$ cat config.mk
export PLATFORM = sky130hd
export DESIGN_NAME = brd_reset_sequencer_flat
export DESIGN_NICKNAME = d
export VERILOG_FILES = /design/src/rtl/brd_reset_sequencer_if.sv /design/src/rtl/brd_reset_sequencer.sv /design/src/flat_wrapper.sv
export SDC_FILE = /design/constraint.sdc
export NUM_CORES = 1
export LEC_CHECK = 0
export CORE_ASPECT_RATIO = 1.5
export CORE_MARGIN = 8
export CORE_UTILIZATION = 60
export DETAILED_ROUTE_END_ITERATION = 12
export GPL_ROUTABILITY_DRIVEN = 1
export GPL_TIMING_DRIVEN = 0
export PLACE_DENSITY = 0.81
export SLEW_MARGIN = 5
export SYNTH_ARGS = -nofsm -noshare
export SYNTH_HDL_FRONTEND = slang
export SYNTH_SLANG_ARGS = --single-unit
$ cat constraint.sdc
create_clock -name i_brd_clk -period 3.7 [get_ports i_brd_clk]
set_input_delay 0.555 -clock i_brd_clk [delete_from_list [all_inputs] [get_ports i_brd_clk]]
set_output_delay 0.555 -clock i_brd_clk [all_outputs]
set_load 0.02 [all_outputs]
$ cat src/rtl/brd_reset_sequencer_if.sv
// Pad-side and system-side signals of the board reset sequencer, bundled for port connection.
// Latency: none, wires only.
// Backpressure: none; level signals with no handshake.
interface brd_reset_sequencer_if;
   logic       i_reset_n;
   logic       i_pll_locked;
   logic       i_soft_rst;
   logic       o_sys_rst;
   logic       o_phy_reset_n;
   logic       o_ready;
   logic [1:0] o_cause;
   logic [7:0] o_rst_count;
   logic [1:0] o_state;

   // Board side: drives the pad/request inputs, observes the reset outputs.
   modport master (
      output i_reset_n, i_pll_locked, i_soft_rst,
      input  o_sys_rst, o_phy_reset_n, o_ready, o_cause, o_rst_count, o_state
   );

   // Sequencer side.
   modport slave (
      input  i_reset_n, i_pll_locked, i_soft_rst,
      output o_sys_rst, o_phy_reset_n, o_ready, o_cause, o_rst_count, o_state
   );
endinterface

$ cat src/rtl/brd_reset_sequencer.sv
// Board reset sequencer: sync/debounce pads, pulse PHY reset, then release system reset.
// Latency: pad changes reach the FSM after SYNC_STAGES (+DEBOUNCE_CYCLES for the button) edges.
// Backpressure: none; all outputs are registered levels decoded from the next state.
module brd_reset_sequencer #(
   parameter int SYNC_STAGES       = 2,
   parameter int DEBOUNCE_CYCLES   = 50000,
   parameter int HOLD_MIN_CYCLES   = 16,
   parameter int PHY_RST_CYCLES    = 500000,
   parameter int PHY_SETTLE_CYCLES = 50000
) (
   input  logic                  i_brd_clk,
   input  logic                  i_brd_rst,
   brd_reset_sequencer_if.slave  io_seq
);

   localparam int MAX_AB = (DEBOUNCE_CYCLES > HOLD_MIN_CYCLES) ? DEBOUNCE_CYCLES : HOLD_MIN_CYCLES;
   localparam int MAX_CD = (PHY_RST_CYCLES > PHY_SETTLE_CYCLES) ? PHY_RST_CYCLES : PHY_SETTLE_CYCLES;
   localparam int MAX_P  = (MAX_AB > MAX_CD) ? MAX_AB : MAX_CD;
   localparam int CNT_W  = $clog2(MAX_P + 1);

   localparam logic [CNT_W-1:0] C_ONE        = CNT_W'(1);
   localparam logic [CNT_W-1:0] C_DB_LAST    = CNT_W'(DEBOUNCE_CYCLES - 1);
   localparam logic [CNT_W-1:0] C_HOLD_MIN   = CNT_W'(HOLD_MIN_CYCLES);
   localparam logic [CNT_W-1:0] C_PHY_LAST   = CNT_W'(PHY_RST_CYCLES - 1);
   localparam logic [CNT_W-1:0] C_SETTLE_LAST = CNT_W'(PHY_SETTLE_CYCLES - 1);

   typedef enum logic [1:0] {
      S_HOLD       = 2'd0,
      S_PHY_RST    = 2'd1,
      S_PHY_SETTLE = 2'd2,
      S_RUN        = 2'd3
   } state_t;

   logic [SYNC_STAGES-1:0] r_btn_sync;
   logic [SYNC_STAGES-1:0] r_lock_sync;
   logic                   w_btn_s;
   logic                   w_lock_s;
   logic                   r_btn_db;
   logic [CNT_W-1:0]       r_db_cnt;
   state_t                 r_state;
   state_t                 w_next;
   logic [CNT_W-1:0]       r_cnt;
   logic                   w_abort;
   logic                   w_run_exit;
   logic [1:0]             w_cause_new;
   logic                   r_sys_rst;
   logic                   r_phy_reset_n;
   logic                   r_ready;
   logic [1:0]             r_cause;
   logic [7:0]             r_rst_count;

   assign w_btn_s  = r_btn_sync[SYNC_STAGES-1];
   assign w_lock_s = r_lock_sync[SYNC_STAGES-1];

   // Synchronise both asynchronous pads into the board clock domain.
   always_ff @(posedge i_brd_clk) begin
      if (i_brd_rst) begin
         r_btn_sync  <= '0;
         r_lock_sync <= '0;
      end else begin
         r_btn_sync  <= {r_btn_sync[SYNC_STAGES-2:0], io_seq.i_reset_n};
         r_lock_sync <= {r_lock_sync[SYNC_STAGES-2:0], io_seq.i_pll_locked};
      end
   end

   // Debounce: the level flips only after an unbroken run of mismatching samples.
   always_ff @(posedge i_brd_clk) begin
      if (i_brd_rst) begin
         r_btn_db <= 1'b0;
         r_db_cnt <= '0;
      end else if (w_btn_s != r_btn_db) begin
         if (r_db_cnt == C_DB_LAST) begin
            r_btn_db <= w_btn_s;
            r_db_cnt <= '0;
         end else begin
            r_db_cnt <= r_db_cnt + C_ONE;
         end
      end else begin
         r_db_cnt <= '0;
      end
   end

   // Next-state decode; an abort overrides any normal transition in the same cycle.
   always_comb begin
      w_next      = r_state;
      w_abort     = 1'b0;
      w_run_exit  = 1'b0;
      w_cause_new = 2'd3;
      case (r_state)
         S_HOLD:       if (r_cnt >= C_HOLD_MIN && r_btn_db && w_lock_s) w_next = S_PHY_RST;
         S_PHY_RST:    if (r_cnt == C_PHY_LAST)    w_next = S_PHY_SETTLE;
         S_PHY_SETTLE: if (r_cnt == C_SETTLE_LAST) w_next = S_RUN;
         default:      w_next = r_state;
      endcase
      if (r_state != S_HOLD) begin
         w_abort = !r_btn_db || !w_lock_s || io_seq.i_soft_rst;
      end
      if (w_abort) begin
         w_next     = S_HOLD;
         w_run_exit = (r_state == S_RUN);
      end
      // Cause priority: button, then lock loss, then soft request.
      if (!r_btn_db) begin
         w_cause_new = 2'd1;
      end else if (!w_lock_s) begin
         w_cause_new = 2'd2;
      end
   end

   // Time-in-state counter: clears on every state change, stops at HOLD_MIN in S_HOLD.
   always_ff @(posedge i_brd_clk) begin
      if (i_brd_rst) begin
         r_cnt <= '0;
      end else if (w_next != r_state) begin
         r_cnt <= '0;
      end else begin
         case (r_state)
            S_HOLD:       if (r_cnt < C_HOLD_MIN) r_cnt <= r_cnt + C_ONE;
            S_PHY_RST,
            S_PHY_SETTLE: r_cnt <= r_cnt + C_ONE;
            default:      r_cnt <= r_cnt;
         endcase
      end
   end

   // State register plus outputs decoded from the next state, so all change together.
   always_ff @(posedge i_brd_clk) begin
      if (i_brd_rst) begin
         r_state       <= S_HOLD;
         r_sys_rst     <= 1'b1;
         r_phy_reset_n <= 1'b0;
         r_ready       <= 1'b0;
         r_cause       <= 2'd0;
         r_rst_count   <= 8'd0;
      end else begin
         r_state       <= w_next;
         r_sys_rst     <= (w_next != S_RUN);
         r_phy_reset_n <= (w_next == S_PHY_SETTLE) || (w_next == S_RUN);
         r_ready       <= (w_next == S_RUN);
         if (w_run_exit) begin
            r_cause <= w_cause_new;
            if (r_rst_count != 8'hFF) begin
               r_rst_count <= r_rst_count + 8'd1;
            end
         end
      end
   end

   assign io_seq.o_sys_rst     = r_sys_rst;
   assign io_seq.o_phy_reset_n = r_phy_reset_n;
   assign io_seq.o_ready       = r_ready;
   assign io_seq.o_cause       = r_cause;
   assign io_seq.o_rst_count   = r_rst_count;
   assign io_seq.o_state       = r_state;

endmodule
$ cat src/flat_wrapper.sv
// flat-port wrapper written by rule: the top's interface ports become plain ports
module brd_reset_sequencer_flat 
#(
   parameter int SYNC_STAGES       = 2,
   parameter int DEBOUNCE_CYCLES   = 50000,
   parameter int HOLD_MIN_CYCLES   = 16,
   parameter int PHY_RST_CYCLES    = 500000,
   parameter int PHY_SETTLE_CYCLES = 50000
)
  (i_brd_clk, i_brd_rst, io_seq_i_reset_n, io_seq_i_pll_locked, io_seq_i_soft_rst, io_seq_o_sys_rst, io_seq_o_phy_reset_n, io_seq_o_ready, io_seq_o_cause, io_seq_o_rst_count, io_seq_o_state);
  brd_reset_sequencer_if io_seq_i ();
  input  logic i_brd_clk;
  input  logic i_brd_rst;
  input wire logic [$bits(io_seq_i.i_reset_n)-1:0] io_seq_i_reset_n;
  input wire logic [$bits(io_seq_i.i_pll_locked)-1:0] io_seq_i_pll_locked;
  input wire logic [$bits(io_seq_i.i_soft_rst)-1:0] io_seq_i_soft_rst;
  output wire logic [$bits(io_seq_i.o_sys_rst)-1:0] io_seq_o_sys_rst;
  output wire logic [$bits(io_seq_i.o_phy_reset_n)-1:0] io_seq_o_phy_reset_n;
  output wire logic [$bits(io_seq_i.o_ready)-1:0] io_seq_o_ready;
  output wire logic [$bits(io_seq_i.o_cause)-1:0] io_seq_o_cause;
  output wire logic [$bits(io_seq_i.o_rst_count)-1:0] io_seq_o_rst_count;
  output wire logic [$bits(io_seq_i.o_state)-1:0] io_seq_o_state;
  assign io_seq_i.i_reset_n = io_seq_i_reset_n;
  assign io_seq_i.i_pll_locked = io_seq_i_pll_locked;
  assign io_seq_i.i_soft_rst = io_seq_i_soft_rst;
  assign io_seq_o_sys_rst = io_seq_i.o_sys_rst;
  assign io_seq_o_phy_reset_n = io_seq_i.o_phy_reset_n;
  assign io_seq_o_ready = io_seq_i.o_ready;
  assign io_seq_o_cause = io_seq_i.o_cause;
  assign io_seq_o_rst_count = io_seq_i.o_rst_count;
  assign io_seq_o_state = io_seq_i.o_state;
  brd_reset_sequencer #(.SYNC_STAGES(SYNC_STAGES), .DEBOUNCE_CYCLES(DEBOUNCE_CYCLES), .HOLD_MIN_CYCLES(HOLD_MIN_CYCLES), .PHY_RST_CYCLES(PHY_RST_CYCLES), .PHY_SETTLE_CYCLES(PHY_SETTLE_CYCLES)) u_core (.i_brd_clk(i_brd_clk), .i_brd_rst(i_brd_rst), .io_seq(io_seq_i));
endmodule
==> qor.yml <==
outcome: "complete, no violations"
report.final.setup_viol: 0
core_area_mm2: 0.00450
grt_first_pass_wirelength_mm: 9.43
final_min_period_over_clock_period_pct: 62.5
timing.clock.skew_ps: 7.50
synth.lib_cells_used.distinct: 48
finish.net_count: 353
cts_buffer_depth: 2
finalCriticalPeriod_ps: 2310
aggregate_global_route_resource_usage_pct: 16.5
drt_iter0_drc: 91
ctsRootBufferMaster: "sky130_fd_sc_hd__clkbuf_8"
ff2ff_path_depth: 6
crit_path_max_incr_delay_ps: 750
area_of_the_die_mm2: 0.00709
utilization_pct: 71.9
area.growth.synth_to_final_pct: 16.9
post_cts_setup_driven_buffer_insertion_count: 0
report.final.slew_viol_count: 0
cts.sink_count: 58
post_synthesis_cell_count: 314
synthTopCellsByArea: "sky130_fd_sc_hd__dfxtp_1, sky130_fd_sc_hd__xnor2_1, sky130_fd_sc_hd__nor2_1, sky130_fd_sc_hd__nand2_1, sky130_fd_sc_hd__a21oi_2"
grt_setup_unrepaired: "no"
power-per-cell-area_mw_per_mm2: 400
fmax_ghz: 0.432
yosys_warnings: 0
vias_in_the_first_global_route: 2221
diodes: 0
cp_data_required_time_ps: 3910
holdPathStages: 1
route.detailed.drc: 0
port-buffer-count: 19
post_drt_wl_per_cell_um: 13.6
final.setup.worst_slack_ps: 1390
avgSynthCellArea_um2: 8.82
ff_latch_area_mm2: 0.00116
path_cells: "buf_2 -> nor2_1 -> nand2_1 -> o211ai_1 -> buf_2 -> a21oi_2"
regToRegStartpoint: "u_core.io_seq.o_state[1]"
fp.dieH_um: 99.2
synth.cell_area_mm2: 0.00277
grt_max_degree: 11
worst_path_class_setup: "flop to flop"
cts_tree: "built"
grt_overflow_total: 0
detailed_place_hpwl_mm: 3.87
postRouteWirelength_mm: 5.42
max-vdd-ir-drop_mv: 0.432
timing.final.hold_violations: 0
htree_levels: 3
design_area_mm2: 0.00324
fillCellCount: 351
synth_top_flop_cell: "sky130_fd_sc_hd__dfxtp_1"
core.rowCount: 30
detailed_route_vias_per_instance: 5.72
routed_via_count: 2269
crit_path_max_fanout: 10
pre_cts_ws_ps: 1120
num_ports: 20
antenna_nets_post_route: 0
gp_routability_congestion: 0.895
capture_endpoint_of_the_worst_hold_path: "u_core.r_lock_sync[1]"
timing.rr.end: "u_core.r_cnt[8]"
numPlacedInstances: 381
netlist.top_cell.by_area: "sky130_fd_sc_hd__dfxtp_1"
post_cts.resized_instances: 0
clkLatencyLatePin_ps: 330
die_x_um: 71.5
mappedNetlistNets: 323
async_flop_share_pct: 0
cts_made_buffers: 9
floorplan.initialDensity_pct: 61.5
clock_transition_at_the_registers_of_the_reported_paths_ps: 70
sequential_area_share_after_synthesis_pct: 41.9
detail_route.first_pass.iterations: 4
design_power_total_mw: 1.29
final_layout_size_suffix_gt1_share_pct: 11.5
worst_slew_margin_rel_pct: 38.9
hold_path.class: "flop to flop"
tightest_slew_ps: 913
synth.top_cell.area_share_pct: 41.9
fin_setup_tns_ps: 0
slowest_stage: "sky130_fd_sc_hd__o211ai_1"
cts_hold_buf: 0
crit_path_start_kind: "flop"
arrival_ps: 2530
synthesis_stage_register_bit_count: 58
layoutNonFillerInstCount: 397
max-cap-violations: 0
fin_worst_hold_slack_ps: 449
total_leakage_power_nw: 1.06
antenna_violations_before_repair: 0
timing.hold.worst.start: "u_core.r_lock_sync[0]"
area_post_placement_mm2: 0.00302
cp_common_cell: "sky130_fd_sc_hd__buf_2"
setup.reg_to_reg.worst_slack_ps: 1390
synth_edf_count: 0
multiInputGateArea_mm2: 0.00149
endpoint_kind: "flop"
-- critical path: cells and delay by family, from the launching register on --
kind                   cells  cell delay, ps
buffers and inverters      2             570
flip-flops                 1             310
AO/OA/AOI/OAI              2             830
AND/OR/NAND/NOR            2             480
-- routing by layer --
layer | vias up | wire length (um) | global-route usage (%)
met5 | - | 0 | 0
met2 | 41 | 2730 | 27.8
met1 | 1049 | 2370 | 17.4
li1 | 1168 | - | -
met3 | 11 | 189 | 4.93
met4 | 0 | 131 | 10.1
-- power by group --
group | switching, mW | total (mW) | leakage [nW] | internal [mW]
Combinational | 0.0146 | 0.0267 | 0.482 | 0.0121
Clock | 0.239 | 0.634 | 0.109 | 0.395
Sequential | 0.00364 | 0.633 | 0.469 | 0.630
Total | 0.257 | 1.29 | 1.06 | 1.04
-- kinds of logic (layout without fill, tap and decap cells) --
logic type	after synthesis	in the layout	share of synthesized area [%]
AO/OA/AOI/OAI	52	52	13.6
XOR/XNOR	35	35	11.1
adder cells (fa/ha/maj)	4	4	1.81
buffers and inverters	25	60	4.47
flip-flops	58	58	41.9
multiplexers	3	3	1.08
AND/OR/NAND/NOR	137	137	26.1
-- layout by cell type (no fill, tap or decap), drive strengths merged, types with 7 or more instances in the layout --
cell type	n
and3	9
nand3	15
nand4	9
nor2	33
buf	10
xnor2	27
nor3	12
dfxtp	58
clkbuf	17
a211oi	7
nand2	25
nor4	7
inv	9
xor2	8
clkdlybuf4s50	19
or3	7
a21oi	23
-- worst max path at each step --
stage,startpoint,to,slack (ps),cells after the start
after floorplan,u_core.r_cnt[0],u_core.r_cnt[10],1700,8
after global placement,i_brd_rst,u_core.r_cnt[5],1130,6
after detailed placement,io_seq_i_soft_rst,u_core.r_cnt[8],1120,6
after CTS,u_core.io_seq.o_state[1],u_core.r_cnt[8],1390,6
after global routing,u_core.io_seq.o_state[1],u_core.r_cnt[7],1190,6
final,u_core.io_seq.o_state[1],u_core.r_cnt[8],1390,6
-- synth_stat cells (all sizes together), types with 7 or more instances --
| master | number |
|---|---|
| nor2 | 33 |
| xor2 | 8 |
| or3 | 7 |
| dfxtp | 58 |
| nor3 | 12 |
| xnor2 | 27 |
| nand2 | 25 |
| buf | 10 |
| nand3 | 15 |
| a21oi | 23 |
| a211oi | 7 |
| nand4 | 9 |
| nor4 | 7 |
| inv | 9 |
| and3 | 9 |
-- registers in the layout, indices dropped and copies added, names as in the netlist --
signal / flops
u_core.r_cnt: 19
u_core.io_seq.o_rst_count: 8
u_core.r_btn_sync: 2
u_core.r_btn_db: 1
u_core.r_db_cnt: 19
u_core.io_seq.o_sys_rst: 1
u_core.io_seq.o_cause: 2
u_core.io_seq.o_ready: 1
u_core.io_seq.o_phy_reset_n: 1
u_core.r_lock_sync: 2
u_core.io_seq.o_state: 2
-- final cells by class --
| type | count | share of cell area, % |
|---|---|---|
| plain buffers | 16 | 2.78 |
| well taps | 48 | 1.85 |
| repair buffers | 19 | 5.87 |
| inverters | 9 | 1.04 |
| multi-input cells | 231 | 45.8 |
| clock buffers | 11 | 4.36 |
| clock inverters | 5 | 2.39 |
| flip-flops and latches | 58 | 35.8 |
(Power assumes the default switching activity.)
